## config.mk

```make
export PLATFORM = sky130hd
export DESIGN_NAME = async_fifo_wr_ctrl
export DESIGN_NICKNAME = d
export VERILOG_FILES = /design/src/rtl/fifo_ptr_pkg.sv /design/src/rtl/gray_ptr_sync.sv /design/src/rtl/async_fifo_wr_ctrl.sv
export SDC_FILE = /design/constraint.sdc
export NUM_CORES = 1
export LEC_CHECK = 0
export CAP_MARGIN = 20
export CORE_UTILIZATION = 44
export CTS_CLUSTER_DIAMETER = 80
export DETAILED_ROUTE_END_ITERATION = 7
export PLACE_DENSITY = 0.89
export SYNTH_ARGS = -nofsm -noshare
export SYNTH_HDL_FRONTEND = slang
export SYNTH_SLANG_ARGS = --single-unit
```

## constraint.sdc

```tcl
create_clock -name clock -period 3.9 [get_ports clock]
set_input_delay 0.585 -clock clock [delete_from_list [all_inputs] [get_ports clock]]
set_output_delay 0.585 -clock clock [all_outputs]
set_load 0.1 [all_outputs]
```

## src/rtl/fifo_ptr_pkg.sv

```systemverilog
// fifo_ptr_pkg
// Pointer encoding helpers shared by the write-side and read-side FIFO
// controllers.
//
// Both functions work on a zero-extended PTR_MAX_W-bit container so one
// definition serves every pointer width. Callers cast their narrow pointer
// in and cast the result back to their width. Zero extension does not
// change the result in either direction:
// - the extra upper bits of a Gray code are 0;
// - the prefix XOR runs through those zero bits without altering the lower
//   bits.
package fifo_ptr_pkg;

  localparam int PTR_MAX_W = 32;

  typedef logic [PTR_MAX_W-1:0] ptr_t;

  function automatic ptr_t bin2gray(input ptr_t b);
    return b ^ (b >> 1);
  endfunction

  // Prefix XOR from the MSB: each binary bit is the XOR of all Gray bits
  // at and above it.
  function automatic ptr_t gray2bin(input ptr_t g);
    ptr_t b;
    b = '0;
    b[PTR_MAX_W-1] = g[PTR_MAX_W-1];
    for (int i = PTR_MAX_W - 2; i >= 0; i--) begin
      b[i] = b[i+1] ^ g[i];
    end
    return b;
  endfunction

endpackage

```

## src/rtl/gray_ptr_sync.sv

```systemverilog
// gray_ptr_sync
// Multi-flop synchroniser for a Gray-coded FIFO pointer that crosses
// into this clock domain. Only one bit of the pointer changes per step.
// A bit caught mid-transition therefore resolves to either the old pointer
// or the new one, and never to an unrelated value.
//
// Ports
//   clock  destination-domain clock
//   reset  asynchronous, active-high; clears every stage
//   d      Gray pointer from the other domain (asynchronous)
//   q      synchronised Gray pointer, STAGES edges behind d
module gray_ptr_sync #(
  parameter int WIDTH  = 4,
  parameter int STAGES = 2
) (
  input  logic             clock,
  input  logic             reset,
  input  logic [WIDTH-1:0] d,
  output logic [WIDTH-1:0] q
);

  logic [WIDTH-1:0] chain [STAGES];

  always_ff @(posedge clock or posedge reset) begin
    if (reset) begin
      for (int i = 0; i < STAGES; i++) begin
        chain[i] <= '0;
      end
    end else begin
      chain[0] <= d;
      for (int i = 1; i < STAGES; i++) begin
        chain[i] <= chain[i-1];
      end
    end
  end

  assign q = chain[STAGES-1];

endmodule

```

## src/rtl/async_fifo_wr_ctrl.sv

```systemverilog
// async_fifo_wr_ctrl
// Write-side controller of the clock-crossing FIFO between the BT.656
// capture domain and the Avalon-ST output domain. It does the following:
// - takes words from a valid/ready stream and drives the RAM write port;
// - keeps the write pointer in binary and publishes it in Gray;
// - synchronises the read side's Gray pointer back into this domain;
// - derives full, almost-full and the fill level from the two pointers.
//
// Ports
//   clock, reset       write-domain clock, asynchronous active-high reset
//   in_data/valid      upstream word and its valid flag
//   in_ready           word can be accepted (low only when full)
//   mem_we/waddr/wdata registered RAM write port
//   wr_ptr_gray        registered Gray write pointer, to the read domain
//   rd_ptr_gray_async  Gray read pointer from the read domain
//   full, almost_full  level == DEPTH, level >= AFULL_LEVEL
//   wr_level           words stored, as seen from this side
module async_fifo_wr_ctrl
  import fifo_ptr_pkg::*;
#(
  parameter int DATA_WIDTH  = 16,
  parameter int ADDR_WIDTH  = 3,
  parameter int AFULL_LEVEL = 6,
  parameter int SYNC_STAGES = 2
) (
  input  logic                  clock,
  input  logic                  reset,
  input  logic [DATA_WIDTH-1:0] in_data,
  input  logic                  in_valid,
  output logic                  in_ready,
  output logic                  mem_we,
  output logic [ADDR_WIDTH-1:0] mem_waddr,
  output logic [DATA_WIDTH-1:0] mem_wdata,
  output logic [ADDR_WIDTH:0]   wr_ptr_gray,
  input  logic [ADDR_WIDTH:0]   rd_ptr_gray_async,
  output logic                  full,
  output logic                  almost_full,
  output logic [ADDR_WIDTH:0]   wr_level
);

  localparam int PTR_W = ADDR_WIDTH + 1;
  localparam int DEPTH = 1 << ADDR_WIDTH;

  logic [PTR_W-1:0] wr_bin;
  logic [PTR_W-1:0] rd_gray_s;
  logic [PTR_W-1:0] rd_bin_s;
  logic             accept;

  gray_ptr_sync #(
    .WIDTH  (PTR_W),
    .STAGES (SYNC_STAGES)
  ) u_rd_sync (
    .clock (clock),
    .reset (reset),
    .d     (rd_ptr_gray_async),
    .q     (rd_gray_s)
  );

  assign rd_bin_s = PTR_W'(gray2bin(ptr_t'(rd_gray_s)));

  // The extra pointer bit separates full (difference DEPTH) from empty
  // (difference 0). A read advance shows up here only after the
  // synchroniser, so the level can only overestimate. That is the safe
  // direction.
  assign wr_level    = wr_bin - rd_bin_s;
  assign full        = (wr_level == PTR_W'(DEPTH));
  assign almost_full = (wr_level >= PTR_W'(AFULL_LEVEL));
  assign in_ready    = !full;
  assign accept      = in_valid && in_ready;

  always_ff @(posedge clock or posedge reset) begin
    if (reset) begin
      wr_bin    <= '0;
      mem_we    <= 1'b0;
      mem_waddr <= '0;
      mem_wdata <= '0;
    end else begin
      mem_we <= accept;
      if (accept) begin
        mem_waddr <= wr_bin[ADDR_WIDTH-1:0];
        mem_wdata <= in_data;
        wr_bin    <= wr_bin + 1'b1;
      end
    end
  end

  // The Gray pointer is taken from wr_bin after it has advanced. It is
  // therefore published one edge after the RAM write is issued, so the
  // word is in RAM before the read side can see the pointer move.
  always_ff @(posedge clock or posedge reset) begin
    if (reset) begin
      wr_ptr_gray <= '0;
    end else begin
      wr_ptr_gray <= PTR_W'(bin2gray(ptr_t'(wr_bin)));
    end
  end

endmodule
```

== Word level (Yosys, flattened, before mapping) ==
Cells that the tools add are included.
Widths: inputs -> output; s select.
Operators by class
  multipliers: 0
  add/sub/neg operators: 2
  magnitude comparators: 1
  reduce and logical (&&, ||, !) cells: 2
  equal/unequal tests: 1
  divide/modulo/power cells: 0
  shifts and indexed selects: 0
  mux-type cells: 0
  bitwise logic cells: 4
Operators by type and width (number)
  $add 4x1->4 const B: 1
  $eq 4x4->1 const B: 1
  $ge 4x3->1 const B: 1
  $sub 4x4->4: 1
  $xor 4x3->4: 1
  $xor 1x1->1: 3
  $logic_and 1x1->1: 1
  $logic_not 1->1: 1
Word-level totals
  memories kept: 0
  ROM bits: 0
  logic and storage cells: 17
  output and inout bits: 31
  flip-flop bits (word level): 36
  bits in writable memories: 0
  input port bits: 23
  bits in latches: 0

== Logic depth before layout (Yosys ltp) ==
Gate-level depths: netlist of the first run.
  word-level depth: 7
  depth in mapped cells: 12
  gate-level depth less buffers: 11

== Cells and area by module ==
A second synthesis of the first run with hierarchy kept.
Unflattened totals
  cells, all modules: 101
  area total of the unflattened synthesis: 1557.7 um^2
By module, submodules not included
  async_fifo_wr_ctrl: times used 1, area an instance 1323.8 um^2, seq. area each 700.7 um^2, cells an instance 88
  gray_ptr_sync: times used 1, area an instance 234.0 um^2, seq. area each 200.2 um^2, cells an instance 13

== Least setup slack after synthesis of the first run ==
Ideal clock, no wire load.
  kind: flip-flop to output port
  start point: register u_rd_sync.chain (netlist bit u_rd_sync.q[3])
  end point: output port in_ready
  buffers on the path: 0
  arrival time: 4302 ps
  setup slack: -987 ps
  stages on the path, launching flop included: 11
  data required time: 3315 ps
  cells stage by stage: dfrtp_1 xnor2_1 xor2_1 xnor2_1 ha_1 inv_1 fa_1 xor2_1 or3_1 a21oi_4 inv_1
Between the ends
  word-level cells in the longest chain between the ends: 6
RTL lines
  start: declaration: line gray_ptr_sync.sv:22  | logic [WIDTH-1:0] chain [STAGES];
  start signal: indexed assignment: line gray_ptr_sync.sv:32  | chain[i] <= chain[i-1];
  $xor 1x1->1 (*): line fifo_ptr_pkg.sv:29  | b[i] = b[i+1] ^ g[i];
  $xor 1x1->1 (2 in a row): line fifo_ptr_pkg.sv:29
  $sub 4x4->4 (*): line async_fifo_wr_ctrl.sv:65  | assign wr_level = wr_bin - rd_bin_s;
  named net wr_level[2]: line async_fifo_wr_ctrl.sv:38  | output logic [ADDR_WIDTH:0] wr_level
  $eq 4x4->1 (*): line async_fifo_wr_ctrl.sv:66  | assign full = (wr_level == PTR_W'(DEPTH));
  named net full: line async_fifo_wr_ctrl.sv:36  | output logic full,
  $logic_not 1->1 (*): line async_fifo_wr_ctrl.sv:68  | assign in_ready = !full;
  end: declaration: line async_fifo_wr_ctrl.sv:30  | output logic in_ready,
The timed path passes the listed nets; every way through them passes the cells marked *.

== Worst setup path after layout of the first run ==
  start point: register u_rd_sync.chain (netlist bit u_rd_sync.q[3])
  end point: output port in_ready
Between the ends
  word-level cells in the longest chain between the ends: 6
RTL lines (line)
  $xor 1x1->1 (3 in a row): fifo_ptr_pkg.sv:29
  $sub 4x4->4 (*): async_fifo_wr_ctrl.sv:65
  $eq 4x4->1 (*): async_fifo_wr_ctrl.sv:66
  $logic_not 1->1 (*): async_fifo_wr_ctrl.sv:68
Every way passes the cells marked *; elsewhere a longest branch is shown, timed or not.

==> summary.txt, run 1 <==
Yosys
  • Synth cell count leaders: 36 x dfrtp_1, 18 x mux2_4, 5 x ha_1, 5 x inv_1, 5 x xor2_1
  • Cell with the most instances after synthesis: dfrtp_1
  • Yosys top cell area share: 0.588
  • Synth Net Count: between 100 and 150
  • Synth unique cells: 20
  • Ys async rst share: 1.00
  • Ys flop type: dfrtp_1
  • Synth area leaders: dfrtp_1 59%, mux2_4 18%, ha_1 4.1%, xor2_1 2.9%, buf_12 2.6%
  • Synth Area per Inst: ~16 sq um
  • Area leader, netlist: dfrtp_1
  • Flops & latches, synth: 36
  • Synthesized area: about 0.0015 sq mm
  • Sequential fraction of the synthesis area: 0.588
  • Number of synthesized flops with an enable pin: 0
  • Synth Instances: between 90 and 100
  • Warnings from Yosys: 0

Clock tree
  • CTS tree: done
  • Root Driver: clkbuf_4
  • Clk pin slew, worst setup/hold paths: around 0.090 ns
  • Clock tree buffer depth: 2
  • H-tree levels: 2
  • Worst-Skew Late Latency: around 0.32 ns
  • CTS Hold Bufs: 0
  • # clock sinks: 36
  • TritonCTS buffer count: 5

Critical path
  • Reg-to-Reg Start: u_rd_sync.q[3]
  • Max Fanout on Critical Path: 4
  • R2R depth: 11
  • CP startpoint kind: flip-flop
  • Worst Path Arrival: around 3.1 ns
  • CP Data Required Time: approximately 3.3 ns
  • Kind of critical path: reg2out
  • CP endpoint kind: primary output
  • Worst R2R End: mem_wdata[3]
  • FF-to-FF setup slack: 0.50 ns

Die
  • Site row count: 21
  • Die height: between 60 and 70 um
  • Die ar.: between 0.003 and 0.004 sq mm
  • Die X: between 60 and 70 um
  • Starting Density: 0.459
  • IO Pins: 54
  • Core area: between 0.003 and 0.004 sq mm

STA
  • Final setup margin: about 0.17 ns
  • Slew of the pin with the lowest slew margin: around 0.99 ns
  • Fin. Hold Viols: 0
  • Final setup vio count: 0
  • Final Skew: roughly 0.0038 ns
  • Slew HR: 0.336
  • Minimum clock period after layout: about 3.7 ns
  • Final worst path period share: 0.956
  • Count of final max-slew check failures: 0
  • Achievable Freq: 268 MHz

Hold path
  • Worst Hold Launch: u_rd_sync.chain[4]
  • Hold WC Path Type: reg2reg
  • Hold Path End: u_rd_sync.q[0]
  • Hold Crit Depth: 0

Layout
  • Area growth syn-to-layout: 45.3%
  • FILL cells: between 200 and 250
  • Antenna diodes: 0
  • Share of layout cells above drive strength 1: 0.297
  • Final #Nets: roughly 190

Global route
  • Pin count of the biggest net entering global routing: 37
  • GRT Util Overall: 0.168
  • Remaining Overflow, GRT: 0
  • First-pass GRT wire length: 4.39 mm
  • Via count of the first global-routing pass: about 1000
  • Antenna violations before repair: 0

Flow run
  • Max_cap viols: 0

Outcome
  • Status: finished, final reports clean

Detailed routing
  • Via-to-Cell Ratio: approximately 4.7
  • Remaining DRCs: 0
  • Iteration-0 DRC Markers: 25
  • Via count: about 970
  • Routed wire length: approximately 2.7 mm
  • Routed Antenna Nets: 0
  • Wire length per cell: ~13 um
  • DR pass1 iterations: 4

Placed design
  • Worst slack at placement: 0.383 ns
  • RD Place Congestion: just over 0.9
  • Hpwl dp: 1.98 mm
  • Count of buffers from port buffering: between 50 and 60
[placed cells by master, fill, tap and decap left out]
| cell | netlist | final |
|---|---|---|
| a21o_1 | 2 | 2 |
| a21oi_4 | 1 | 1 |
| and3b_1 | 1 | 1 |
| buf_12 | 2 | 2 |
| buf_4 | 0 | 9 |
| clkbuf_4 | 0 | 5 |
| clkdlybuf4s50_1 | 0 | 46 |
| clkinv_2 | 0 | 1 |
| clkinvlp_4 | 0 | 2 |
| dfrtp_1 | 36 | 35 |
| dfrtp_2 | 0 | 1 |
| fa_2 | 0 | 1 |
| ha_1 | 5 | 5 |
| inv_1 | 5 | 4 |
| inv_2 | 1 | 1 |
| mux2_1 | 2 | 2 |
| mux2_4 | 18 | 18 |
| nand2_1 | 4 | 4 |
| nand2b_4 | 1 | 1 |
| nand3_1 | 1 | 1 |
| nor2_1 | 2 | 2 |
| o21ai_1 | 3 | 3 |
| or3_4 | 1 | 2 |
| xnor2_1 | 4 | 3 |
| xnor2_4 | 0 | 1 |
| xor2_1 | 5 | 3 |
| xor2_2 | 0 | 1 |
| xor2_4 | 0 | 1 |
[final cells by class]
class,count,area [sq um],share of cell area
clock buffer,5,37.5,0.0169
clock inverter,2,12.5,0.00562
inverter,6,26.3,0.0118
multi-input combinational,52,621,0.279
sequential,36,902,0.406
tap,46,57.6,0.0259
timing repair buffer,57,568,0.255
[per-stage QoR]
step | TNS (ns) | hold WS [ns] | area [sq um] | util | std cells
final | 0 | 0.363 | 2220 | 0.667 | 204
after global routing | -0.00303 | 0.378 | 2220 | 0.667 | 204
after global placement | 0 | 0.332 | 2140 | 0.641 | 194
after CTS | 0 | 0.365 | 2190 | 0.656 | 201
after detailed placement | 0 | 0.342 | 2140 | 0.641 | 194
after floorplan | -0.386 | 0.331 | 1580 | - | 96
[worst max-delay path: stages, from the launching register on]
cell and delay [ns]:
dfrtp_2 0.47, xnor2_4 0.21, xor2_2 0.22, xnor2_1 0.15
ha_1 0.18, inv_1 0.06, fa_2 0.42, xor2_4 0.17
or3_4 0.41, a21oi_4 0.19, clkinvlp_4 0.15, buf_12 0.18
[registers in the layout, summed over array words and instances, names as in the netlist]
name / count
mem_waddr: 3
wr_bin: 4
u_rd_sync.q: 4
mem_we: 1
mem_wdata: 16
wr_ptr_gray: 4
u_rd_sync.chain: 4
[routing by layer]
| layer | track usage | vias to the layer above | wire length, um | share of wire |
|---|---|---|---|---|
| met5 | 0 | - | 0 | 0 |
| met4 | 0.0649 | 0 | 62 | 0.023 |
| met3 | 0.0618 | 9 | 174 | 0.064 |
| met2 | 0.294 | 44 | 1470 | 0.54 |
| met1 | 0.188 | 471 | 1020 | 0.37 |
| li1 | - | 441 | - | - |
[what timing repair did]
| item | in CTS | in global routing |
|---|---|---|
| gates resized for setup | 0 | 2 |
| setup endpoints to repair | 0 | 2 |
| buffers inserted | 0 | 3 |
| hold endpoints to repair | 0 | 0 |
[cell families after synthesis]
| kind of cell | Yosys count | share of synthesized area |
|---|---|---|
| flops | 36 | 0.588 |
| mux | 20 | 0.191 |
| simple gates | 11 | 0.0441 |
| fa+ha+maj | 6 | 0.0539 |
| compound gates | 6 | 0.0302 |
| xor+xnor | 9 | 0.0515 |
| buf+inv | 8 | 0.0408 |
[worst max path at each step]
stage | startpoint | to | slack, ns
6_report | u_rd_sync.q[3] | in_ready | 0.17
5_1_grt | u_rd_sync.q[3] | in_ready | -0.003
4_1_cts | u_rd_sync.q[3] | in_ready | 0.02
3_5_place_dp | u_rd_sync.q[3] | mem_wdata[3] | 0.38
3_3_place_gp | u_rd_sync.q[3] | mem_wdata[4] | 0.54
2_1_floorplan | u_rd_sync.q[3] | in_ready | -0.39
Power of run 1 is not shown: default switching activity piles up to over one toggle a cycle in this logic, so the estimate is an artifact.
==> inputs of run 2 (changes only) <==
--- a/config.mk
+++ b/config.mk
@@ -6,10 +6,10 @@
 export NUM_CORES = 1
 export LEC_CHECK = 0
 export CAP_MARGIN = 20
-export CORE_UTILIZATION = 44
+export CORE_UTILIZATION = 28
 export CTS_CLUSTER_DIAMETER = 80
 export DETAILED_ROUTE_END_ITERATION = 7
-export PLACE_DENSITY = 0.89
+export PLACE_DENSITY = 0.64
 export SYNTH_ARGS = -nofsm -noshare
 export SYNTH_HDL_FRONTEND = slang
 export SYNTH_SLANG_ARGS = --single-unit
==> run 2 against run 1 <==
  * Count of clock-buffer cells in the layout rose by 2
  * First-iteration DRC count fell by 12%
  * Setup slack improved by 0.0055 ns
  * Hold slack got worse by 0.011 ns
  * Cell count rose by 11%
  * Die area rose by 55%
  * Flip-flop and latch count did not move
  * Register-to-register slack got worse by 0.06 ns
  * Sequential share of layout area fell by 1.1 points
  * Wire length rose by 4.0%
  * Fmax rose by 0.15%
  * Critical path depth did not move
  * Critical endpoint unchanged
==> summary.txt, run 2 (same netlist as run 1, synthesis figures left out) <==
Outcome
  • Status: finished, final reports clean

Hold path
  • Hold Path End: u_rd_sync.q[1]
  • Hold Crit Depth: 0 (unchanged)
  • Hold WC Path Type: reg2reg
  • Worst Hold Launch: u_rd_sync.chain[5]

Layout
  • Final #Nets: 186 (-0.53%)
  • Max reg flops: 16 (unchanged)
  • Commonest non-fill, non-tap cells in the layout: 46 x clkdlybuf4s50_1, 36 x dfrtp_1, 18 x mux2_4, 8 x buf_4, 7 x clkbuf_8
  • Final Cell Area: 0.00228 sq mm (+2.5%)
  • Top reg by flops: mem_wdata
  • FILL cells: 453 (+83%)
  • Final core utilization: 0.441 (-0.226)
  • Antenna diodes: 0 (unchanged)
  • Share of layout cells above drive strength 1: 0.287 (-0.0108)
  • Most common cell after layout, fill and taps aside: clkdlybuf4s50_1
  • Area growth syn-to-layout: 48.9%

Clock tree
  • TritonCTS buffer count: 5 (unchanged)
  • Clock tree buffer depth: 2 (unchanged)
  • # clock sinks: 36 (unchanged)
  • CTS tree: done
  • Worst-Skew Late Latency: 0.28 ns (-0.04 ns)
  • Root Driver: clkbuf_8
  • Clk pin slew, worst setup/hold paths: 0.06 ns (-0.03 ns)
  • H-tree levels: 2 (unchanged)

Global route
  • Antenna violations before repair: 0 (unchanged)
  • Remaining Overflow, GRT: 0 (unchanged)
  • GRT Util Overall: 0.115 (-0.0537)
  • Busiest grt layer: met2
  • Met1 Use GR: 0.137 (-0.0509)
  • Via count of the first global-routing pass: 1028 (+0.88%)
  • Met3 usage: 0.0494 (-0.0124)
  • Pin count of the biggest net entering global routing: 37 (unchanged)
  • First-pass GRT wire length: 5.13 mm (+17%)
  • GR Util met2: 0.187 (-0.106)

STA
  • Final setup vio count: 0 (unchanged)
  • Final Skew: 0.00476 ns (+0.000946 ns)
  • Final setup margin: 0.177 ns (+0.00554 ns)
  • Achievable Freq: 269 MHz (+0.15%)
  • Final worst path period share: 0.955 (-0.00142)
  • Count of final max-slew check failures: 0 (unchanged)
  • Slew of the pin with the lowest slew margin: 0.980 ns (-0.0130 ns)
  • Worst hold slack: 0.352 ns (-0.0114 ns)
  • RSZ-0062 raised after global routing: false
  • Minimum clock period after layout: 3.72 ns (-0.00554 ns)
  • Fin. Hold Viols: 0 (unchanged)
  • Slew HR: 0.344 (+0.00872)

Die
  • Die ar.: 0.00577 sq mm (+55%)
  • Core area: 0.00517 sq mm (+55%)
  • Site row count: 26 (+24%)
  • Die X: 76.0 um (+25%)
  • Starting Density: 0.296 (-0.163)
  • Die height: 76.0 um (+25%)
  • IO Pins: 54 (unchanged)

Detailed routing
  • DR pass1 iterations: 3 (-1)
  • Via-to-Cell Ratio: 4.19 (-11%)
  • Iteration-0 DRC Markers: 22 (-12%)
  • Via count: 952 (-1.3%)
  • Routed Antenna Nets: 0 (unchanged)
  • Remaining DRCs: 0 (unchanged)
  • Wire length per cell: 12.5 um (-6.5%)
  • Routed wire length: 2.83 mm (+4.0%)

Placed design
  • Count of buffers from port buffering: 53 (unchanged)
  • Worst slack at placement: 0.374 ns (-0.00902 ns)
  • Placed cell area: 0.00217 sq mm (+1.4%)
  • RD Place Congestion: 0.735 (-19%)
  • Hpwl dp: 2.11 mm (+6.7%)

Critical path
  • CP endpoint kind: primary output
  • R2R depth: 11 (unchanged)
  • Max Fanout on Critical Path: 4 (unchanged)
  • CP Data Required Time: 3.31 ns (about the same)
  • Worst R2R End: mem_wdata[4]
  • CP startpoint kind: flip-flop
  • Reg-to-Reg Start: u_rd_sync.q[3]
  • Kind of critical path: reg2out
  • Worst Path Arrival: 3.14 ns (about the same)
  • FF-to-FF setup slack: 0.44 ns (-0.06 ns)

Flow run
  • Max_cap viols: 0 (unchanged)
==> run 2: layout make-up <==
type | count | area [sq um] | area share
flip-flops and latches | 36 | 901 | 0.395
multi-input cells | 52 | 609 | 0.267
repair buffers | 56 | 561 | 0.246
clock buffers | 7 | 96.3 | 0.0422
well taps | 70 | 87.6 | 0.0384
inverters | 6 | 26.3 | 0.0115
==> run 2: how the worst max path moves through the flow <==
| stage | slack [ns] | cells after the start | startpoint | to |
|---|---|---|---|---|
| after floorplan | -0.39 | 10 | u_rd_sync.q[3] | in_ready |
| after global placement | 0.53 | 11 | u_rd_sync.q[3] | mem_wdata[4] |
| after detailed placement | 0.37 | 11 | u_rd_sync.q[3] | mem_wdata[4] |
| after CTS | 0.1 | 11 | u_rd_sync.q[3] | in_ready |
| after global routing | 0.03 | 11 | u_rd_sync.q[3] | in_ready |
| final | 0.18 | 11 | u_rd_sync.q[3] | in_ready |
==> run 2: metal layers <==
metal  part of all wire  routed length [um]
met1               0.43                1220
met4                  0                   0
met5                  0                   0
met2               0.49                1400
met3              0.074                 209
==> run 2: per-stage QoR <==
step	TNS (ns)	cells
6_report	0	227
3_5_place_dp	0	218
4_1_cts	0	225
3_3_place_gp	0	218
2_1_floorplan	-0.386	96
5_1_grt	0	227
==> run 2: worst max-delay path, cell delays in order (launching register included) <==
cell and delay (ns):
dfrtp_1 0.44, xnor2_2 0.22, xor2_2 0.23, xnor2_1 0.16, ha_1 0.20, inv_1 0.07, fa_2 0.42, xor2_4 0.17
or3_4 0.40, a21oi_4 0.23, clkinvlp_4 0.15, buf_12 0.18
==> run 2: repair_timing <==
item | in CTS | in global routing
setup buffers | 0 | 2
resized for setup | 0 | 0
hold buffers | 0 | 0
setup endpoints to repair | 0 | 1
Power of run 2 is left out for the same reason.
